### src/rtl/thermo_sample_ctrl.sv
// rtl/thermo_sample_ctrl.sv - periodic sampling and hysteresis controller
// Sequencer issues ld/st strobes, captures temp, and drives heat/cool demands.
module thermo_sample_ctrl #(
  parameter int unsigned PERIOD = 8,
  parameter int unsigned HYST   = 1,
  parameter int unsigned JUMP   = 6
) (
  input  logic       clk,
  input  logic       clr_n,
  input  logic       en,
  input  logic [3:0] temp,
  input  logic [3:0] setpt,
  input  logic [1:0] mode,
  output logic       ld,
  output logic       st,
  output logic [3:0] temp_q,
  output logic       heat,
  output logic       cool,
  output logic       busy,
  output logic       fault
);

  typedef enum logic [2:0] {
    S_IDLE  = 3'd0,
    S_WAIT  = 3'd1,
    S_LOAD  = 3'd2,
    S_EVAL  = 3'd3,
    S_STORE = 3'd4
  } state_t;

  localparam logic [7:0] PERIOD_M1 = 8'(PERIOD - 1);
  localparam logic [4:0] HYST5     = 5'(HYST);
  localparam logic [4:0] JUMP5     = 5'(JUMP);

  state_t     state_q, state_d;
  logic [7:0] cnt_q, cnt_d;

  logic       ld_q, ld_d;
  logic       st_q, st_d;
  logic       busy_q, busy_d;
  logic [3:0] cap_q, cap_d;
  logic [3:0] prev_q, prev_d;
  logic       valid_q, valid_d;
  logic       heat_q, heat_d;
  logic       cool_q, cool_d;
  logic       fault_q, fault_d;
  logic       heat_n_q, heat_n_d;
  logic       cool_n_q, cool_n_d;
  logic       jump_q, jump_d;

  logic [4:0] t5, s5, p5, diff5;
  logic       heat_rule, cool_rule;

  always_ff @(posedge clk) begin
    if (!clr_n) begin
      state_q <= S_IDLE;
      cnt_q   <= 8'd0;
    end else begin
      state_q <= state_d;
      cnt_q   <= cnt_d;
    end
  end

  always_comb begin
    state_d = state_q;
    cnt_d   = cnt_q;
    case (state_q)
      S_IDLE: begin
        if (en) begin
          state_d = S_WAIT;
          cnt_d   = 8'd0;
        end
      end
      S_WAIT: begin
        // dropping en wins over period expiry
        if (!en) begin
          state_d = S_IDLE;
          cnt_d   = 8'd0;
        end else if (cnt_q == PERIOD_M1) begin
          state_d = S_LOAD;
          cnt_d   = 8'd0;
        end else begin
          cnt_d = cnt_q + 8'd1;
        end
      end
      S_LOAD:  state_d = S_EVAL;
      S_EVAL:  state_d = S_STORE;
      S_STORE: begin
        state_d = en ? S_WAIT : S_IDLE;
        cnt_d   = 8'd0;
      end
      default: begin
        state_d = S_IDLE;
        cnt_d   = 8'd0;
      end
    endcase
  end

  // Widen to 5 bits so setpt+HYST and temp+HYST never wrap.
  always_comb begin
    t5 = {1'b0, cap_q};
    s5 = {1'b0, setpt};
    p5 = {1'b0, prev_q};
    diff5 = (t5 >= p5) ? (t5 - p5) : (p5 - t5);

    heat_rule = heat_q;
    if ((t5 + HYST5) < s5)
      heat_rule = 1'b1;
    else if (t5 >= s5)
      heat_rule = 1'b0;

    cool_rule = cool_q;
    if (t5 > (s5 + HYST5))
      cool_rule = 1'b1;
    else if (t5 <= s5)
      cool_rule = 1'b0;
  end

  always_comb begin
    ld_d     = (state_q == S_LOAD);
    st_d     = (state_q == S_STORE);
    busy_d   = (state_q == S_LOAD) || (state_q == S_EVAL) || (state_q == S_STORE);
    cap_d    = cap_q;
    prev_d   = prev_q;
    valid_d  = valid_q;
    heat_d   = heat_q;
    cool_d   = cool_q;
    fault_d  = fault_q;
    heat_n_d = heat_n_q;
    cool_n_d = cool_n_q;
    jump_d   = jump_q;
    case (state_q)
      S_LOAD: begin
        cap_d  = temp;
        prev_d = cap_q;
      end
      S_EVAL: begin
        jump_d = valid_q && (diff5 >= JUMP5);
        case (mode)
          2'b01: begin
            heat_n_d = heat_rule;
            cool_n_d = 1'b0;
          end
          2'b10: begin
            heat_n_d = 1'b0;
            cool_n_d = cool_rule;
          end
          2'b11: begin
            heat_n_d = heat_rule;
            cool_n_d = cool_rule;
          end
          default: begin
            heat_n_d = 1'b0;
            cool_n_d = 1'b0;
          end
        endcase
      end
      S_STORE: begin
        // a fault, new or old, blanks both demands
        fault_d = fault_q | jump_q;
        heat_d  = fault_d ? 1'b0 : heat_n_q;
        cool_d  = fault_d ? 1'b0 : cool_n_q;
        valid_d = 1'b1;
      end
      default: ;
    endcase
  end

  always_ff @(posedge clk) begin
    if (!clr_n) begin
      ld_q     <= 1'b0;
      st_q     <= 1'b0;
      busy_q   <= 1'b0;
      cap_q    <= 4'd0;
      prev_q   <= 4'd0;
      valid_q  <= 1'b0;
      heat_q   <= 1'b0;
      cool_q   <= 1'b0;
      fault_q  <= 1'b0;
      heat_n_q <= 1'b0;
      cool_n_q <= 1'b0;
      jump_q   <= 1'b0;
    end else begin
      ld_q     <= ld_d;
      st_q     <= st_d;
      busy_q   <= busy_d;
      cap_q    <= cap_d;
      prev_q   <= prev_d;
      valid_q  <= valid_d;
      heat_q   <= heat_d;
      cool_q   <= cool_d;
      fault_q  <= fault_d;
      heat_n_q <= heat_n_d;
      cool_n_q <= cool_n_d;
      jump_q   <= jump_d;
    end
  end

  assign ld     = ld_q;
  assign st     = st_q;
  assign busy   = busy_q;
  assign temp_q = cap_q;
  assign heat   = heat_q;
  assign cool   = cool_q;
  assign fault  = fault_q;

endmodule

### config.mk
export PLATFORM = sky130hd
export DESIGN_NAME = thermo_sample_ctrl
export DESIGN_NICKNAME = d
export VERILOG_FILES = /design/src/rtl/thermo_sample_ctrl.sv
export SDC_FILE = /design/constraint.sdc
export NUM_CORES = 1
export LEC_CHECK = 0
export BUFFER_PORTS_ARGS = -buffer_cell sky130_fd_sc_hd__buf_2
export CORE_MARGIN = 8
export CORE_UTILIZATION = 25
export DETAILED_ROUTE_END_ITERATION = 10
export PLACE_DENSITY_LB_ADDON = 0.12
export SYNTH_ARGS = -nofsm -noshare
export SYNTH_HDL_FRONTEND = slang
export SYNTH_SLANG_ARGS = --single-unit
### constraint.sdc
create_clock -name clk -period 2.3 [get_ports clk]
set_input_delay 0.345 -clock clk [delete_from_list [all_inputs] [get_ports clk]]
set_output_delay 0.345 -clock clk [all_outputs]
set_load 0.01 [all_outputs]
==> results of run 1 <==
## cell usage in the layout, fill, tap and decap left out, drive strengths merged, types with 4 or more instances in the layout
cell type  instances
dfxtp             29
buf               29
ha                23
inv               17
nand2             14
o21ai             13
nor2              13
nand3             12
a21oi             12
nor2b             10
xor2               7
and2               7
nor3               6
clkbuf             6
xnor2              5
mux2i              5
o21a               4
a21boi             4
## area by class of cell
cell class	count	area, um2	share of cell area
multi-input cells	158	1170	0.526
flip-flops and latches	29	581	0.262
repair buffers	29	163	0.0733
well taps	99	124	0.0558
clock buffers	6	82.6	0.0372
inverters	17	63.8	0.0288
clock inverters	2	37.5	0.0169
## report_power, final
group,internal (uW),switching (uW),leakage [uW]
registers,512,10.3,0.000234
clock network,352,221,0.0000574
logic,76.6,90.8,0.000618
## stage by stage
step,total power [uW],utilization,instances,area [um2],worst slack (ns)
4_1_cts,1290,0.307,340,2220,0.279
3_3_place_gp,707,0.291,332,2100,0.335
2_1_floorplan,655,-,210,1850,0.320
3_5_place_dp,705,0.291,332,2100,0.274
5_1_grt,1340,0.307,340,2220,0.0934
6_report,1260,0.307,340,2220,0.304
## worst min-delay path: cells and delay by family
kind                   cells  cell delay (ns)
and+or+nand+nor            1             0.09
buffers and inverters      1             0.07
muxes                      1             0.05
## cells by family after synthesis
kind of cell,count (synthesis),synth area share
compound gates,42,0.150
flops,29,0.314
mux,5,0.0271
buf+inv,23,0.0542
simple gates,74,0.221
xor+xnor,12,0.0569
fa+ha+maj,25,0.177
## synthesized netlist by cell type, types with 2 or more instances
cell       n  area [um2]
a21oi_1   12        60.1
o211ai_1   2        15.0
inv_1     16        60.1
o221a_2    2        22.5
nand2_1   14        52.6
nor2_1    12        45.0
nand4_1    2        12.5
a21boi_0   4        30.0
buf_2      2        10.0
nor3_1     6        30.0
nand3_1   12        60.1
nor2b_1   10        62.6
fa_1       2        40.0
ha_1      23         288
xor2_1     7        61.3
o21a_1     4        30.0
dfxtp_1   29         581
xnor2_1    5        43.8
and2_1     6        37.5
o21ai_0   12        60.1
mux2i_1    5        50.1
clkbuf_1   2        7.51
## worst min-delay path by stage
stage | cells past startpoint | startpoint | slack (ns) | end
3_5_place_dp | 1 | valid_q | 0.45 | valid_q
4_1_cts | 3 | temp[1] | 0.31 | temp_q[1]
6_report | 3 | temp[0] | 0.32 | temp_q[0]
2_1_floorplan | 2 | valid_q | 0.43 | jump_q
3_3_place_gp | 1 | valid_q | 0.45 | valid_q
5_1_grt | 3 | temp[3] | 0.32 | temp_q[3]
## registers in the layout, summed over array words and instances, names as in the netlist
signal    count
prev_q        4
jump_q        1
state_q       3
cnt_q         8
cool          1
fault         1
heat          1
cool_n_q      1
temp_q        4
ld            1
heat_n_q      1
busy          1
valid_q       1
st            1
## layer usage
layer  wire length (um)  global-route usage  vias to the layer above
met5                  0                   0                        -
met4                 73              0.0406                        0
met3                168              0.0259                        7
met2               1970               0.148                       18
met1               2060               0.113                      676
li1                   -                   -                      789
==> results.cfg, run 1 <==
[route]
detail_route.wl_per_cell_um = 12.6
final_antenna_net_count = 0
first_pass_iters = 3
vias = 1490
drc = 0
wirelength_um = 4280
drt_iter0_markers = 49
vias_per_cell = 4.38

[finish]
fillCellCount = 816
diodes = 0
nets = 278
drive_gt1_frac = 0.199
area_delta_synth_final_pct = 20.0

[grt]
grt_max_degree = 26
antenna_found_initial = 0
grt_pass1_vias = 1531
grt_pass1_wl_um = 7370
track_usage = 0.0924
grt_overflow_total = 0

[critical_path]
crit_end = jump_q
cp_slowest_cell = fa_1
cp.depth = 8
r2r-end = jump_q
critical_path_class = flip-flop to flip-flop
worstPathCellList = inv_1 -> ha_1 -> inv_1 -> fa_1 -> o221a_2 -> o21ai_0 -> a22oi_1 -> o41ai_1
cp-startpoint = temp_q[0]
start_kind = flip-flop
path_delay_family = compound AO/OA/AOI/OAI gates
worst_ep_required_time_ns = 2.49
cp_max_fo = 5
reg2reg_from = temp_q[0]
cpMostUsedCell = inv_1
cp-end-kind = flip-flop
worst-path-buf-inv = 2
critical_path_arrival_ns = 2.18
slowest_delay_ns = 0.39
rr_worst_depth = 8
reg2reg_slack_ns = 0.30

[synthesis]
syn_area_per_cell_um2 = 8.80
postSynth.asyncResetShare = 0
synth_cell_types = 43
synth_ff_type = dfxtp_1
synth_edf_count = 0
ys_seq_elements = 29
yosysWarnings = 0
syn_nets = 248
netlist_area_mm2 = 0.00185
seq_area_frac_synth = 0.314
syn_inst = 210

[floorplan]
rows = 31
core_area_mm2 = 0.00721
die-height_um = 102
io_pins = 23
die_width_um = 102
start_util = 0.256
die_area_mm2 = 0.0104

[sta]
slew-limit-headroom = 0.722
tightestPinTransition_ns = 0.413
max_clock_freq_mhz = 501
timing.hold.ws_ns = 0.315
drv_slew = 0
setup_violations = 0
finClkSkew_ns = 0.00288
period_share = 0.868
tns_ns = 0
rsz0062_at_grt = no
finalHoldViolations = 0
period_needed_ns = 2.00

[cts]
postCtsHoldBufs = 0
htree_levels = 2
cts_buffers = 5
cts_root_buf = clkbuf_8
cts_sinks = 29
worstSkewPairLatency_ns = 0.29
clk_path_buf_depth = 2
cts_tree = built
cts_setup_buffers = 0
clkTransAtPathRegs_ns = 0.07
ctsResizeCount = 0

[placement]
port_buffers = 22
dp_hpwl_um = 3280
gp_congestion = 0.722

[worst_hold_path]
hold_path.class = input pin to flip-flop

[pwr]
power_density_mw_per_mm2 = 570
p_leak_uw = 0.000910
vdd_drop_max_mv = 0.261

[run]
cap_violations = 0

[run_status]
status = finished clean
Note: power is estimated with default switching activity, not from simulation.
==> inputs of run 2 (changes only) <==
- CELL_PAD_IN_SITES_DETAIL_PLACEMENT: default -> 0
- CELL_PAD_IN_SITES_GLOBAL_PLACEMENT: default -> 1
- SETUP_SLACK_MARGIN: default -> 0.15
==> run 2 against run 1 <==
Effect of this change:
- largest cell class unchanged
- critical path type unchanged
- sequential power about the same
- via count up 2.2%
- power down 1.0%
==> results.cfg, run 2 (synthesis gave the netlist of run 1 again) <==
[finish]
area_delta_synth_final_pct = 20.0
largest_reg_flops = 8
nets = 277
fin_cells = 339
drive_gt1_frac = 0.204
stdcell_area_mm2 = 0.00222
diodes = 0
mostFrequentLayoutCell = dfxtp_1
layout_common_cells = dfxtp_1, ha_1, buf_2
utilization = 0.307
top_register = cnt_q

[sta]
setup_violations = 0
period_share = 0.848
timing.hold.ws_ns = 0.334
slew-limit-headroom = 0.674
finalHoldViolations = 0
finClkSkew_ns = 0.00572
period_needed_ns = 1.95
drv_slew = 0
rsz0062_at_grt = no
tns_ns = 0
max_clock_freq_mhz = 513
tightestPinTransition_ns = 0.485

[grt]
grt_overflow_total = 0
grt_pass1_wl_um = 7390
grt_max_degree = 26
grt_pass1_vias = 1541
track_usage = 0.0924
antenna_found_initial = 0

[critical_path]
worst_ep_required_time_ns = 2.49
worst-path-buf-inv = 2
path_delay_family = compound AO/OA/AOI/OAI gates
cp-end-kind = flip-flop
cp_slowest_cell = fa_1
critical_path_arrival_ns = 2.14
slowest_delay_ns = 0.40
cp_max_fo = 3
start_kind = flip-flop
cpMostUsedCell = inv_1
worstPathCellList = inv_1 -> ha_2 -> inv_1 -> fa_1 -> o221a_2 -> o21ai_1 -> a22oi_1 -> o41ai_2
critical_path_class = flip-flop to flip-flop

[worst_hold_path]
hold_path.class = input pin to flip-flop

[cts]
cts_tree = built
worstSkewPairLatency_ns = 0.28
htree_levels = 2
cts_sinks = 29
cts_buffers = 5
cts_root_buf = clkbuf_8
clk_path_buf_depth = 2
cts_setup_buffers = 0
postCtsHoldBufs = 0
ctsResizeCount = 0
clkTransAtPathRegs_ns = 0.07

[run_status]
status = finished clean

[floorplan]
rows = 31
start_util = 0.256
io_pins = 23
die-height_um = 102
die_area_mm2 = 0.0104
core_area_mm2 = 0.00721
die_width_um = 102

[route]
final_antenna_net_count = 0
drc = 0
first_pass_iters = 6
wirelength_um = 4430
vias = 1523
vias_per_cell = 4.49
detail_route.wl_per_cell_um = 13.1
drt_iter0_markers = 52

[pwr]
power_density_mw_per_mm2 = 564
vdd_drop_max_mv = 0.231
p_leak_uw = 0.000911

[placement]
place_inst = 331
gp_congestion = 0.731
port_buffers = 22
dp_hpwl_um = 3390
place_area_mm2 = 0.00209

[run]
cap_violations = 0
[run 2: changes by cell type in the layout (fill, tap and decap cells not counted), sizes merged]
cell | previous run | this run
buf | 29 | 28
clkbuf | 6 | 7
clkinvlp | 1 | 0
[run 2: cell type report]
| class | count | area [um2] |
|---|---|---|
| Inverter | 17 | 63.8 |
| Clock buffer | 7 | 86.3 |
| Tap cell | 99 | 124 |
| Multi-Input combinational cell | 158 | 1180 |
| Fill cell | 813 | 5000 |
| Timing Repair Buffer | 28 | 155 |
| Clock inverter | 1 | 30.0 |
| Sequential cell | 29 | 582 |
[run 2: power by group]
part	internal, uW	switching [uW]
combinational	74.7	91.2
clock	353	205
sequential	513	13.5
[run 2: per-layer routing]
| metal | GRT usage | wire (um) | vias up |
|---|---|---|---|
| met3 | 0.0218 | 142 | 5 |
| met5 | 0 | 0 | - |
| met4 | 0.0372 | 53 | 0 |
| met2 | 0.156 | 2170 | 23 |
| met1 | 0.110 | 2070 | 712 |
| li1 | - | - | 783 |
[run 2: worst paths after layout]
path	endpoint	slack [ns]	startpoint	cells after the start
hold / removal	temp_q[2]	0.33	temp[2]	3
setup / recovery	jump_q	0.35	temp_q[0]	8
setup reg to reg	jump_q	0.35	temp_q[0]	8
hold reg to reg	jump_q	0.47	valid_q	2
[run 2: worst min-delay path, stage by stage]
cell     delay [ns]
buf_2          0.08
mux2i_1        0.06
nor2b_1        0.10
[run 2: stage by stage]
step / setup WS (ns) / power, uW
after global placement: 0.302 / 707
after CTS: 0.265 / 1280
after detailed placement: 0.262 / 704
after global routing: 0.195 / 1320
after floorplan: 0.320 / 655
final: 0.349 / 1250
==> inputs of run 3 (changes only) <==
- ABC_AREA: default -> 1
- clock period: 2.3 -> 1.8 ns (I/O delays scaled with it)
==> run 3 against run 2 <==
Effect of this change:
- sequential share of layout area shrank 1.4 points
- via count grew 11%
- sequential cell count is the same
- routed wire length grew 7.3%
- global-route usage grew 0.20 points
==> results.cfg, run 3 <==
[pwr]
power_density_mw_per_mm2 = 657
p_comb_frac = 0.188
switching_share = 0.285
internal_power_uw = 1120
p_leak_uw = 0.00114
vdd_drop_max_mv = 0.399
clkPwrFrac = 0.381
seqPwrFrac = 0.431
power_switching_uw = 446

[sta]
period_needed_ns = 1.66
tns_ns = 0
period_share = 0.921
finClkSkew_ns = 0.00346
rsz0062_at_grt = yes
drv_slew = 0
finalHoldViolations = 0
slew-limit-headroom = 0.667
max_clock_freq_mhz = 604
setup_violations = 0
layout_setup_ws_ns = 0.143
tightestPinTransition_ns = 0.499

[synthesis]
syn_inst = 265
yosysTopAreaCell = dfxtp_1
synth_edf_count = 0
syn_nets = 303
synth_ff_type = dfxtp_1
netlist_area_mm2 = 0.00189
synth_common_cells = inv_1, nand2_1, dfxtp_1
yosysMostFrequentCell = inv_1
postSynth.asyncResetShare = 0
synthTopCellsByArea = dfxtp_1, ha_1, inv_1
seq_area_frac_synth = 0.307
synth_cell_types = 25
yosysTopAreaCellShare = 0.307
syn_area_per_cell_um2 = 7.14
ys_seq_elements = 29
yosysWarnings = 0

[route]
first_pass_iters = 4
final_antenna_net_count = 0
detail_route.wl_per_cell_um = 11.9
vias_per_cell = 4.23
vias = 1690
drc = 0
wirelength_um = 4750
drt_iter0_markers = 61

[critical_path]
critical_path_class = flip-flop to flip-flop
worst_ep_required_time_ns = 2.01
start_kind = flip-flop
cp-end-kind = flip-flop
critical_path_arrival_ns = 1.86
worstPathCellList = inv_4 -> ha_4 -> inv_4 -> fa_2 -> nand3_2 -> nand2_1 -> inv_1 -> a21oi_1 -> nand2_1 -> a21oi_2
cp_slowest_cell = fa_2
reg2reg_slack_ns = 0.14
slowest_delay_ns = 0.53
cp_max_fo = 5

[worst_hold_path]
hold_path.class = input pin to flip-flop

[finish]
utilization = 0.327
top_register = cnt_q
area_delta_synth_final_pct = 26.1
nets = 338
diodes = 0
fin_cells = 400
largest_reg_flops = 8
drive_gt1_frac = 0.243
stdcell_area_mm2 = 0.00238
layout_common_cells = inv_1, nand2_1, nor2_1
mostFrequentLayoutCell = inv_1

[floorplan]
core_area_mm2 = 0.00729
die_width_um = 103
io_pins = 23
die_area_mm2 = 0.0106
start_util = 0.259
die-height_um = 103
rows = 31

[placement]
dp_slack_ns = 0.0900
port_buffers = 22
place_area_mm2 = 0.00215
place_inst = 388
gp_congestion = 0.739
dp_hpwl_um = 3690

[run]
cap_violations = 0

[cts]
worstSkewPairLatency_ns = 0.28
clk_path_buf_depth = 2
cts_root_buf = clkbuf_8
cts_tree = built
clkTransAtPathRegs_ns = 0.06
htree_levels = 2
cts_sinks = 29
cts_buffers = 5
postCtsHoldBufs = 0

[grt]
track_usage = 0.0944
grt_max_degree = 16
antenna_found_initial = 0
grt_pass1_vias = 1637
grt_pass1_wl_um = 7760
grt_overflow_total = 0

[run_status]
status = finished clean
==> run 3: cell count changes after synthesis, sizes merged, moves of 10 or more <==
cell,change
inv,+36
nand2,+29
nor2,+17
a21oi,+14
nand3,+10
nor2b,-10
==> run 3: logic make-up (layout without fill, tap and decap cells) <==
| kind of cell | Yosys count | in the layout | synth area share |
|---|---|---|---|
| adder cells (fa/ha/maj) | 25 | 25 | 0.173 |
| XOR/XNOR | 9 | 9 | 0.0417 |
| buffers and inverters | 56 | 92 | 0.115 |
| AO/OA/AOI/OAI | 40 | 40 | 0.110 |
| flip-flops | 29 | 29 | 0.307 |
| AND/OR/NAND/NOR | 106 | 106 | 0.253 |
==> run 3: power groups by stage <==
stage	Sequential, uW	Clock, uW	Combinational [uW]
after CTS	676	634	285
after global placement	690	0	280
after floorplan	690	0	194
after detailed placement	690	0	274
after global routing	677	655	344
final	675	597	294
==> run 3: final cells by class <==
type                            count  area, um2
Fill cell                         855       4910
Multi-Input combinational cell    180       1180
Sequential cell                    29        593
Inverter                           53        204
Timing Repair Buffer               31        178
Tap cell                           99        124
Clock buffer                        7       96.3
Clock inverter                      1       5.00
==> run 3: critical path, delay by kind of cell (launching register included) <==
family	cells	cell delay, ns
buffers and inverters	3	0.14
AO/OA/AOI/OAI	2	0.21
flip-flops	1	0.38
adder cells (fa/ha/maj)	2	0.66
AND/OR/NAND/NOR	3	0.19
==> run 3: repair_timing <==
| action | CTS | global route |
|---|---|---|
| setup buffers | 3 | 1 |
| setup endpoints to repair | 2 | 9 |
| resized for setup | 12 | 17 |
| pin swaps | 8 | 10 |
==> run 3: path summary, 6_finish.rpt <==
kind                                 from   endpoint  cells after the start
worst min register to register   cool_n_q   cool_n_q                      2
worst max-delay path            temp_q[0]     jump_q                     10
worst min-delay path              temp[3]  temp_q[3]                      3
worst max register to register  temp_q[0]     jump_q                     10
==> run 3: per-layer routing <==
layer	track usage	wire length, um
met4	0.0367	65
met3	0.0263	192
met5	0	0
met1	0.117	2270
met2	0.151	2230
==> run 3: metrics by stage <==
step / power, uW / hold WS (ns)
floorplan: 884 / 0.440
global route: 1680 / 0.293
detailed placement: 964 / 0.463
global placement: 970 / 0.456
finish: 1570 / 0.292
CTS: 1600 / 0.287
